### config.mk
export PLATFORM = sky130hd
export DESIGN_NAME = uart_imem_loader
export DESIGN_NICKNAME = d
export VERILOG_FILES = /design/src/rtl/uart_imem_loader.sv
export SDC_FILE = /design/constraint.sdc
export NUM_CORES = 1
export LEC_CHECK = 0
export CAP_MARGIN = 20
export CORE_MARGIN = 4
export CORE_UTILIZATION = 45
export DETAILED_ROUTE_END_ITERATION = 10
export DONT_BUFFER_PORTS = 1
export SETUP_SLACK_MARGIN = 0.5
export SYNTH_ARGS = -nofsm -noshare
export SYNTH_HDL_FRONTEND = slang
export SYNTH_SLANG_ARGS = --single-unit
### constraint.sdc
create_clock -name clk -period 3 [get_ports clk]
set_clock_uncertainty 0.05 [all_clocks]
set_input_delay 0.3 -clock clk [delete_from_list [all_inputs] [get_ports clk]]
set_output_delay 0.3 -clock clk [all_outputs]
set_load 0.1 [all_outputs]
### src/rtl/uart_imem_loader.sv
// uart_imem_loader: boot-time loader that receives a framed program image on a
// UART RX line (8N1, LSB first) and writes it word by word into instruction
// memory, holding the CPU in reset until a complete, valid image is loaded.
// Image: 0xA5, count lo, count hi, count x 4 data bytes (little-endian words),
// then an XOR checksum byte when UART_LOADER_CHECKSUM_EN is defined.
// Optional macro: UART_LOADER_CHECKSUM_EN (default build: no checksum byte).
// ADDR_WIDTH is expected to be at most 15 so the count fits the 16-bit field.
module uart_imem_loader #(
  parameter int CLKS_PER_BIT = 868,
  parameter int ADDR_WIDTH   = 10
) (
  input  logic                  clk,
  input  logic                  rst,
  input  logic                  rx,
  output logic                  imemWe,
  output logic [ADDR_WIDTH-1:0] imemAddr,
  output logic [31:0]           imemData,
  output logic                  cpuHold,
  output logic                  loadDone,
  output logic                  loadError
);

  localparam int CNT_W = $clog2(CLKS_PER_BIT);
  localparam logic [CNT_W-1:0]    CNT_ONE   = CNT_W'(1);
  localparam logic [CNT_W-1:0]    BIT_LAST  = CNT_W'(CLKS_PER_BIT - 1);
  localparam logic [CNT_W-1:0]    HALF_LAST = CNT_W'(CLKS_PER_BIT / 2 - 1);
  localparam logic [7:0]          HDR_BYTE  = 8'hA5;
  localparam logic [16:0]         MAX_COUNT = 17'(2 ** ADDR_WIDTH);
  localparam logic [ADDR_WIDTH:0] IDX_ONE   = (ADDR_WIDTH + 1)'(1);

  typedef enum logic [1:0] {RX_IDLE, RX_START, RX_DATA, RX_STOP} rx_state_t;
  typedef enum logic [2:0] {F_IDLE, F_CNT_LO, F_CNT_HI, F_DATA, F_CSUM, F_DONE} f_state_t;

`ifdef UART_LOADER_CHECKSUM_EN
  // One step of the running image checksum.
  function automatic logic [7:0] csum_step(input logic [7:0] acc, input logic [7:0] b);
    return acc ^ b;
  endfunction
`endif

  // Synchroniser and edge-detect history for the asynchronous rx line.
  logic r_rx_meta, r_rx_sync, r_rx_prev;

  // Bit receiver state.
  rx_state_t        r_rx_state;
  logic [CNT_W-1:0] r_clk_cnt;
  logic [2:0]       r_bit_idx;
  logic [7:0]       r_shift;
  logic [7:0]       r_byte;
  logic             r_byte_valid;
  logic             r_frame_err;

  // Frame state.
  f_state_t              r_f_state;
  logic [7:0]            r_cnt_lo;
  logic [ADDR_WIDTH:0]   r_word_cnt;
  logic [ADDR_WIDTH:0]   r_word_idx;
  logic [1:0]            r_byte_idx;
  logic [23:0]           r_word_asm;
  logic                  r_imem_we;
  logic [ADDR_WIDTH-1:0] r_imem_addr;
  logic [31:0]           r_imem_data;
  logic                  r_cpu_hold;
  logic                  r_load_done;
  logic                  r_load_error;
`ifdef UART_LOADER_CHECKSUM_EN
  logic [7:0]            r_csum;
`endif

  logic [15:0]         w_count;
  logic [ADDR_WIDTH:0] w_idx_next;

  assign w_count    = {r_byte, r_cnt_lo};
  assign w_idx_next = r_word_idx + IDX_ONE;

  assign imemWe    = r_imem_we;
  assign imemAddr  = r_imem_addr;
  assign imemData  = r_imem_data;
  assign cpuHold   = r_cpu_hold;
  assign loadDone  = r_load_done;
  assign loadError = r_load_error;

  // Two-flop synchroniser plus one history flop for falling-edge detection.
  always_ff @(posedge clk) begin
    if (rst) begin
      r_rx_meta <= 1'b1;
      r_rx_sync <= 1'b1;
      r_rx_prev <= 1'b1;
    end else begin
      r_rx_meta <= rx;
      r_rx_sync <= r_rx_meta;
      r_rx_prev <= r_rx_sync;
    end
  end

  // Bit receiver: mid-bit sampling of start, 8 data bits and stop bit.
  always_ff @(posedge clk) begin
    if (rst) begin
      r_rx_state   <= RX_IDLE;
      r_clk_cnt    <= '0;
      r_bit_idx    <= 3'd0;
      r_shift      <= 8'd0;
      r_byte       <= 8'd0;
      r_byte_valid <= 1'b0;
      r_frame_err  <= 1'b0;
    end else begin
      r_byte_valid <= 1'b0;
      r_frame_err  <= 1'b0;
      case (r_rx_state)
        RX_IDLE: begin
          r_clk_cnt <= '0;
          if (r_rx_prev && !r_rx_sync) begin
            r_rx_state <= RX_START;
          end
        end
        RX_START: begin
          if (r_clk_cnt == HALF_LAST) begin
            r_clk_cnt <= '0;
            r_bit_idx <= 3'd0;
            // A line already back high at mid-start was only a glitch.
            r_rx_state <= r_rx_sync ? RX_IDLE : RX_DATA;
          end else begin
            r_clk_cnt <= r_clk_cnt + CNT_ONE;
          end
        end
        RX_DATA: begin
          if (r_clk_cnt == BIT_LAST) begin
            r_clk_cnt <= '0;
            r_shift   <= {r_rx_sync, r_shift[7:1]};
            r_bit_idx <= r_bit_idx + 3'd1;
            if (r_bit_idx == 3'd7) begin
              r_rx_state <= RX_STOP;
            end
          end else begin
            r_clk_cnt <= r_clk_cnt + CNT_ONE;
          end
        end
        RX_STOP: begin
          if (r_clk_cnt == BIT_LAST) begin
            r_clk_cnt    <= '0;
            r_byte       <= r_shift;
            r_byte_valid <= r_rx_sync;
            r_frame_err  <= !r_rx_sync;
            r_rx_state   <= RX_IDLE;
          end else begin
            r_clk_cnt <= r_clk_cnt + CNT_ONE;
          end
        end
        default: begin
          r_rx_state <= RX_IDLE;
          r_clk_cnt  <= '0;
        end
      endcase
    end
  end

  // Frame parser: header, word count, data words, checksum, status outputs.
  always_ff @(posedge clk) begin
    if (rst) begin
      r_f_state    <= F_IDLE;
      r_cnt_lo     <= 8'd0;
      r_word_cnt   <= '0;
      r_word_idx   <= '0;
      r_byte_idx   <= 2'd0;
      r_word_asm   <= 24'd0;
      r_imem_we    <= 1'b0;
      r_imem_addr  <= '0;
      r_imem_data  <= 32'd0;
      r_cpu_hold   <= 1'b1;
      r_load_done  <= 1'b0;
      r_load_error <= 1'b0;
`ifdef UART_LOADER_CHECKSUM_EN
      r_csum       <= 8'd0;
`endif
    end else begin
      r_imem_we <= 1'b0;
      case (r_f_state)
        F_IDLE: begin
          // Line framing errors between images are harmless and ignored.
          if (r_byte_valid && (r_byte == HDR_BYTE)) begin
            r_cpu_hold   <= 1'b1;
            r_load_done  <= 1'b0;
            r_load_error <= 1'b0;
            r_word_idx   <= '0;
            r_byte_idx   <= 2'd0;
`ifdef UART_LOADER_CHECKSUM_EN
            r_csum       <= 8'd0;
`endif
            r_f_state    <= F_CNT_LO;
          end
        end
        F_CNT_LO: begin
          if (r_frame_err) begin
            r_load_error <= 1'b1;
            r_cpu_hold   <= 1'b1;
            r_f_state    <= F_IDLE;
          end else if (r_byte_valid) begin
            r_cnt_lo  <= r_byte;
            r_f_state <= F_CNT_HI;
          end
        end
        F_CNT_HI: begin
          if (r_frame_err || (r_byte_valid && ({1'b0, w_count} > MAX_COUNT))) begin
            r_load_error <= 1'b1;
            r_cpu_hold   <= 1'b1;
            r_f_state    <= F_IDLE;
          end else if (r_byte_valid) begin
            r_word_cnt <= w_count[ADDR_WIDTH:0];
            if (w_count == 16'd0) begin
`ifdef UART_LOADER_CHECKSUM_EN
              r_f_state <= F_CSUM;
`else
              r_f_state <= F_DONE;
`endif
            end else begin
              r_f_state <= F_DATA;
            end
          end
        end
        F_DATA: begin
          if (r_frame_err) begin
            r_load_error <= 1'b1;
            r_cpu_hold   <= 1'b1;
            r_f_state    <= F_IDLE;
          end else if (r_byte_valid) begin
`ifdef UART_LOADER_CHECKSUM_EN
            r_csum <= csum_step(r_csum, r_byte);
`endif
            r_byte_idx <= r_byte_idx + 2'd1;
            case (r_byte_idx)
              2'd0: r_word_asm[7:0]   <= r_byte;
              2'd1: r_word_asm[15:8]  <= r_byte;
              2'd2: r_word_asm[23:16] <= r_byte;
              default: begin
                r_imem_we   <= 1'b1;
                r_imem_addr <= r_word_idx[ADDR_WIDTH-1:0];
                r_imem_data <= {r_byte, r_word_asm};
                r_word_idx  <= w_idx_next;
                if (w_idx_next == r_word_cnt) begin
`ifdef UART_LOADER_CHECKSUM_EN
                  r_f_state <= F_CSUM;
`else
                  r_f_state <= F_DONE;
`endif
                end
              end
            endcase
          end
        end
`ifdef UART_LOADER_CHECKSUM_EN
        F_CSUM: begin
          if (r_frame_err || (r_byte_valid && (r_byte != r_csum))) begin
            r_load_error <= 1'b1;
            r_cpu_hold   <= 1'b1;
            r_f_state    <= F_IDLE;
          end else if (r_byte_valid) begin
            r_f_state <= F_DONE;
          end
        end
`endif
        F_DONE: begin
          r_cpu_hold  <= 1'b0;
          r_load_done <= 1'b1;
          r_f_state   <= F_IDLE;
        end
        default: begin
          r_f_state <= F_IDLE;
        end
      endcase
    end
  end

endmodule

==> flow_results.org <==
** Synthesis
- In the synthesized netlist the async set-or-reset flop fraction comes to 0%.
- Cell count after synthesis :: 705
- Yosys warns :: 0
- Synthesized flop and latch total :: 141
- Top cells by area, synth :: dfxtp_1 (48%), nand2_1 (8.3%), a21oi_1 (8.0%), mux2i_1 (5.3%), nor2_1 (4.3%)
- Each instance of the synthesized netlist takes up on average between 8 and 9 um^2.
- Yosys mapped the design onto 50 distinct sky130hd cell types.
- Proportion of netlist area held by the largest area contributor :: roughly half
- Dominant cell type by area after synthesis :: dfxtp_1
- After synthesis, the most frequently instantiated cells are dfxtp_1 (141), nand2_1 (130), a21oi_1 (93).
- Synthesized Nets :: 717
- Among all flip-flop cells after synthesis, the most frequent one is dfxtp_1.
- Most frequent cell after synthesis :: dfxtp_1
- Yosys mapped a number of flops with a built-in enable equal to 0.
- Summing every instance area after synthesis gives ~0.006 mm^2.
- Sequential-to-total area share from yosys stat :: just under 50%

** Worst setup path
- Setup crit start kind :: register
- Critical path required time :: ~3.3 ns
- Endpoint kind of the worst setup timing path :: register
- In this design, the stage delay of the slowest critical-path cell is about 0.56 ns.
- Critical path data arrival time :: 2.71 ns
- Cell with the largest stage delay on the worst path :: or4b_4
- Crit path cell chain :: or3_4, or4b_4, a21o_4, nor2_4, buf_12, clkbuf_16, nand2_1, a21oi_1
- Critical-path maximum fanout :: 18
- Category of the most critical setup path :: reg2reg

** Timing
- Final cycle utilization of the critical path :: 80.68%
- Setup repair after global routing could not meet its margin everywhere.
- The clock period could shrink to 2.420 ns.
- Rel. slew slack :: approximately 28%
- The final number of hold-violating endpoints came to 0.
- Setup violations remaining at the end of the flow were counted as 0.
- Setup total negative slack on the finished layout was measured at 0 ns.
- For this run, the top clock speed supported by timing is 0.4132 GHz.
- Worst-Margin Slew :: 1.078 ns
- The count of pins over their slew limit is 0.

** Clock tree
- Worst-Skew Late Latency :: approximately 0.42 ns
- Clock transition at the registers of the reported paths :: 0.06 ns
- H-tree lvl count :: 4
- Cell at the root of the clock tree :: clkbuf_16
- TritonCTS built the clock tree.
- CTS max path bufs :: 2
- Clock tree synthesis inserted a total of 17 buffers.
- For this design, the sink count on the clock tree is 141.

** Job
- Number of maximum-capacitance constraint violations :: 0

** Floorplanning
- X dimension of the die :: 122.0 um
- After floorplanning, the core was sized to cover 0.01267 mm^2.
- The initialized floorplan defines 41 standard-cell rows.
- I/O pin count :: 49
- Vertical die dimension :: 122.0 um
- Initial Utilization :: 46.19%
- The die covers roughly 0.015 mm^2.

** Drt
- After detailed routing, the average wire length per cell comes to 15.54 um.
- For this run, design rule violations remaining after detail routing come to 0.
- Post-route met1 wirelength :: 6.526 mm
- Routed signal wires occupy layers up through met4.
- Summed over all nets, wire length on met3 after detailed routing comes to 815 um.
- The count of nets left with antenna violations once routing finished came out at 0.
- The first routing iteration left 478 violations.
- Met2 wire len :: between 6 and 7 mm
- Pre-Repair DR Iteration Count :: 6
- After detailed routing, the number of vias per cell comes to 5.377.
- Wires add up to 13.97 mm.
- Across all layers, the routed design uses just under 5000 vias.

** Place
- Including well taps, the total number of placed cells is 848.
- Summed over all nets, the half-perimeter wirelength after detailed placement is 8.884 mm.
- Number of buffer cells added on primary ports :: 0
- Final estimated routing congestion in global placement :: 0.8554

** Power
- Switching share of power :: between 10% and 20%
- Fraction of power consumed by the clock network :: 51.6%
- Power per Cell Area :: 575.8 mW/mm^2
- Flop pwr share :: between 40% and 50%
- The internal portion of the total power is about 3.2 mW.
- Combinational cells account for 1.0% of the total power.
- Cell leakage power :: 2.470 nW
- The analysis attributes to net switching a power of between 0.7 and 0.8 mW.
- VDD sags by at most 0.0004052 V.

** Cells and area
- Cells with a size suffix above 1 make up under 10% of the layout.
- The number of antenna diodes in the final layout is 0.
- After the flow finishes, the layout carries non-filler instances totaling 899.
- The final layout contains 728 nets.
- Layout Area Growth over Synthesis :: 17.91%

** Worst hold path
- In this run the worst hold path is classified as in2reg.

** Global routing
- Number of antenna violations at the first check in global routing :: 0
- Largest net degree at the start of global routing :: 117
- Global-route wire length before repair :: roughly 22 mm
- Total congestion overflow after global routing :: 0
- The number of global-route vias before repair came to between 4000 and 5000.
- In the global route stage, overall resource usage came out at 18.90%.

** Outcome
- Status :: finished, final reports clean
## power groups by stage
stage          combinational [mW]  sequential (mW)  clock, mW
6_report                   0.0415             1.88       2.05
5_1_grt                    0.0467             1.88       2.17
4_1_cts                    0.0423             1.88       2.10
3_5_place_dp               0.0115             1.92          0
3_3_place_gp               0.0112             1.92          0
2_1_floorplan              0.0335             1.92          0
## critical path: cells and delay by family, from the launching register on
family	cells	cell delay (ns)
buf+inv	2	0.32
flops	1	0.36
simple gates	4	1.21
compound gates	2	0.40
## logic make-up (layout without fill, tap and decap cells)
kind of cell	Yosys count	in the layout	share of synthesized area, %
AO/OA/AOI/OAI	141	141	13.55
XOR/XNOR	19	19	2.843
adder cells (fa/ha/maj)	9	9	1.924
buffers and inverters	63	85	4.767
flip-flops	141	141	48.23
multiplexers	31	31	5.301
AND/OR/NAND/NOR	301	301	23.39
## final cells by class
type                            count  area (um^2)
Sequential cell                   141         2828
Fill cell                        1165         5769
Clock inverter                      8        117.6
Clock buffer                       22        454.2
Timing Repair Buffer               41        442.9
Inverter                           14        52.55
Multi-Input combinational cell    501         2791
Tap cell                          172        215.2
## routing by layer
| layer | track usage [%] | vias up |
|---|---|---|
| met5 | 0 | - |
| met4 | 6.723 | 0 |
| met3 | 4.689 | 12 |
| met2 | 29.39 | 118 |
| met1 | 25.60 | 2263 |
| li1 | - | 2441 |
## metrics by stage
stage / instance area [um^2] / total power, mW / worst slack [ns] / util (%) / hold slack [ns]
floorplan: 5853 / 1.952 / 0.8694 / - / 0.3395
global placement: 6010 / 1.932 / 0.5110 / 47.43 / 0.3386
detailed placement: 6010 / 1.932 / 0.4719 / 47.43 / 0.3431
CTS: 6741 / 4.020 / 0.5230 / 53.20 / 0.0005193
global route: 6902 / 4.094 / 0.4405 / 54.47 / 0.02002
finish: 6902 / 3.974 / 0.5797 / 54.47 / 0.01614
## path summary, 6_finish.rpt
check | slack [ns] | startpoint | to | depth (start not counted)
setup reg to reg | 0.58 | r_byte[3] | imemData[29] | 8
hold reg to reg | 0.37 | r_rx_meta | r_rx_sync | 1
setup / recovery | 0.58 | r_byte[3] | imemData[29] | 8
hold / removal | 0.02 | rst | r_f_state[0] | 2
## state kept, by name, indices dropped and copies added (netlist names), named ones only
signal        flops
r_rx_sync         1
r_clk_cnt        10
cpuHold           1
r_byte_valid      1
r_word_idx       11
r_shift           8
r_byte            8
loadError         1
r_rx_state        1
r_word_asm       24
r_word_cnt       11
r_bit_idx         3
imemData         32
r_rx_meta         1
r_f_state         3
r_frame_err       1
r_byte_idx        2
imemWe            1
r_rx_prev         1
r_cnt_lo          8
loadDone          1
imemAddr         10
## cells in the final DEF (no fill, tap or decap), drive strengths merged, types with 8 or more instances in the layout
cell type and instances:
a21oi 93, buf 25, clkbuf 25, dfxtp 141
dlygate4sd3 13, ha 9, inv 14, mux2i 31
nand2 130, nand3 39, nand4 9, nor2 68
o21ai 18, or3 8, xnor2 13
## timing repair
item,4_1_cts,5_1_grt
endpoints found under the setup margin,9,84
hold buffers,14,0
setup buffers,0,3
pin swaps,0,2
endpoints found under the hold margin,127,0
gates cloned,0,4
gates resized for setup,2,15
(Power assumes the default switching activity.)
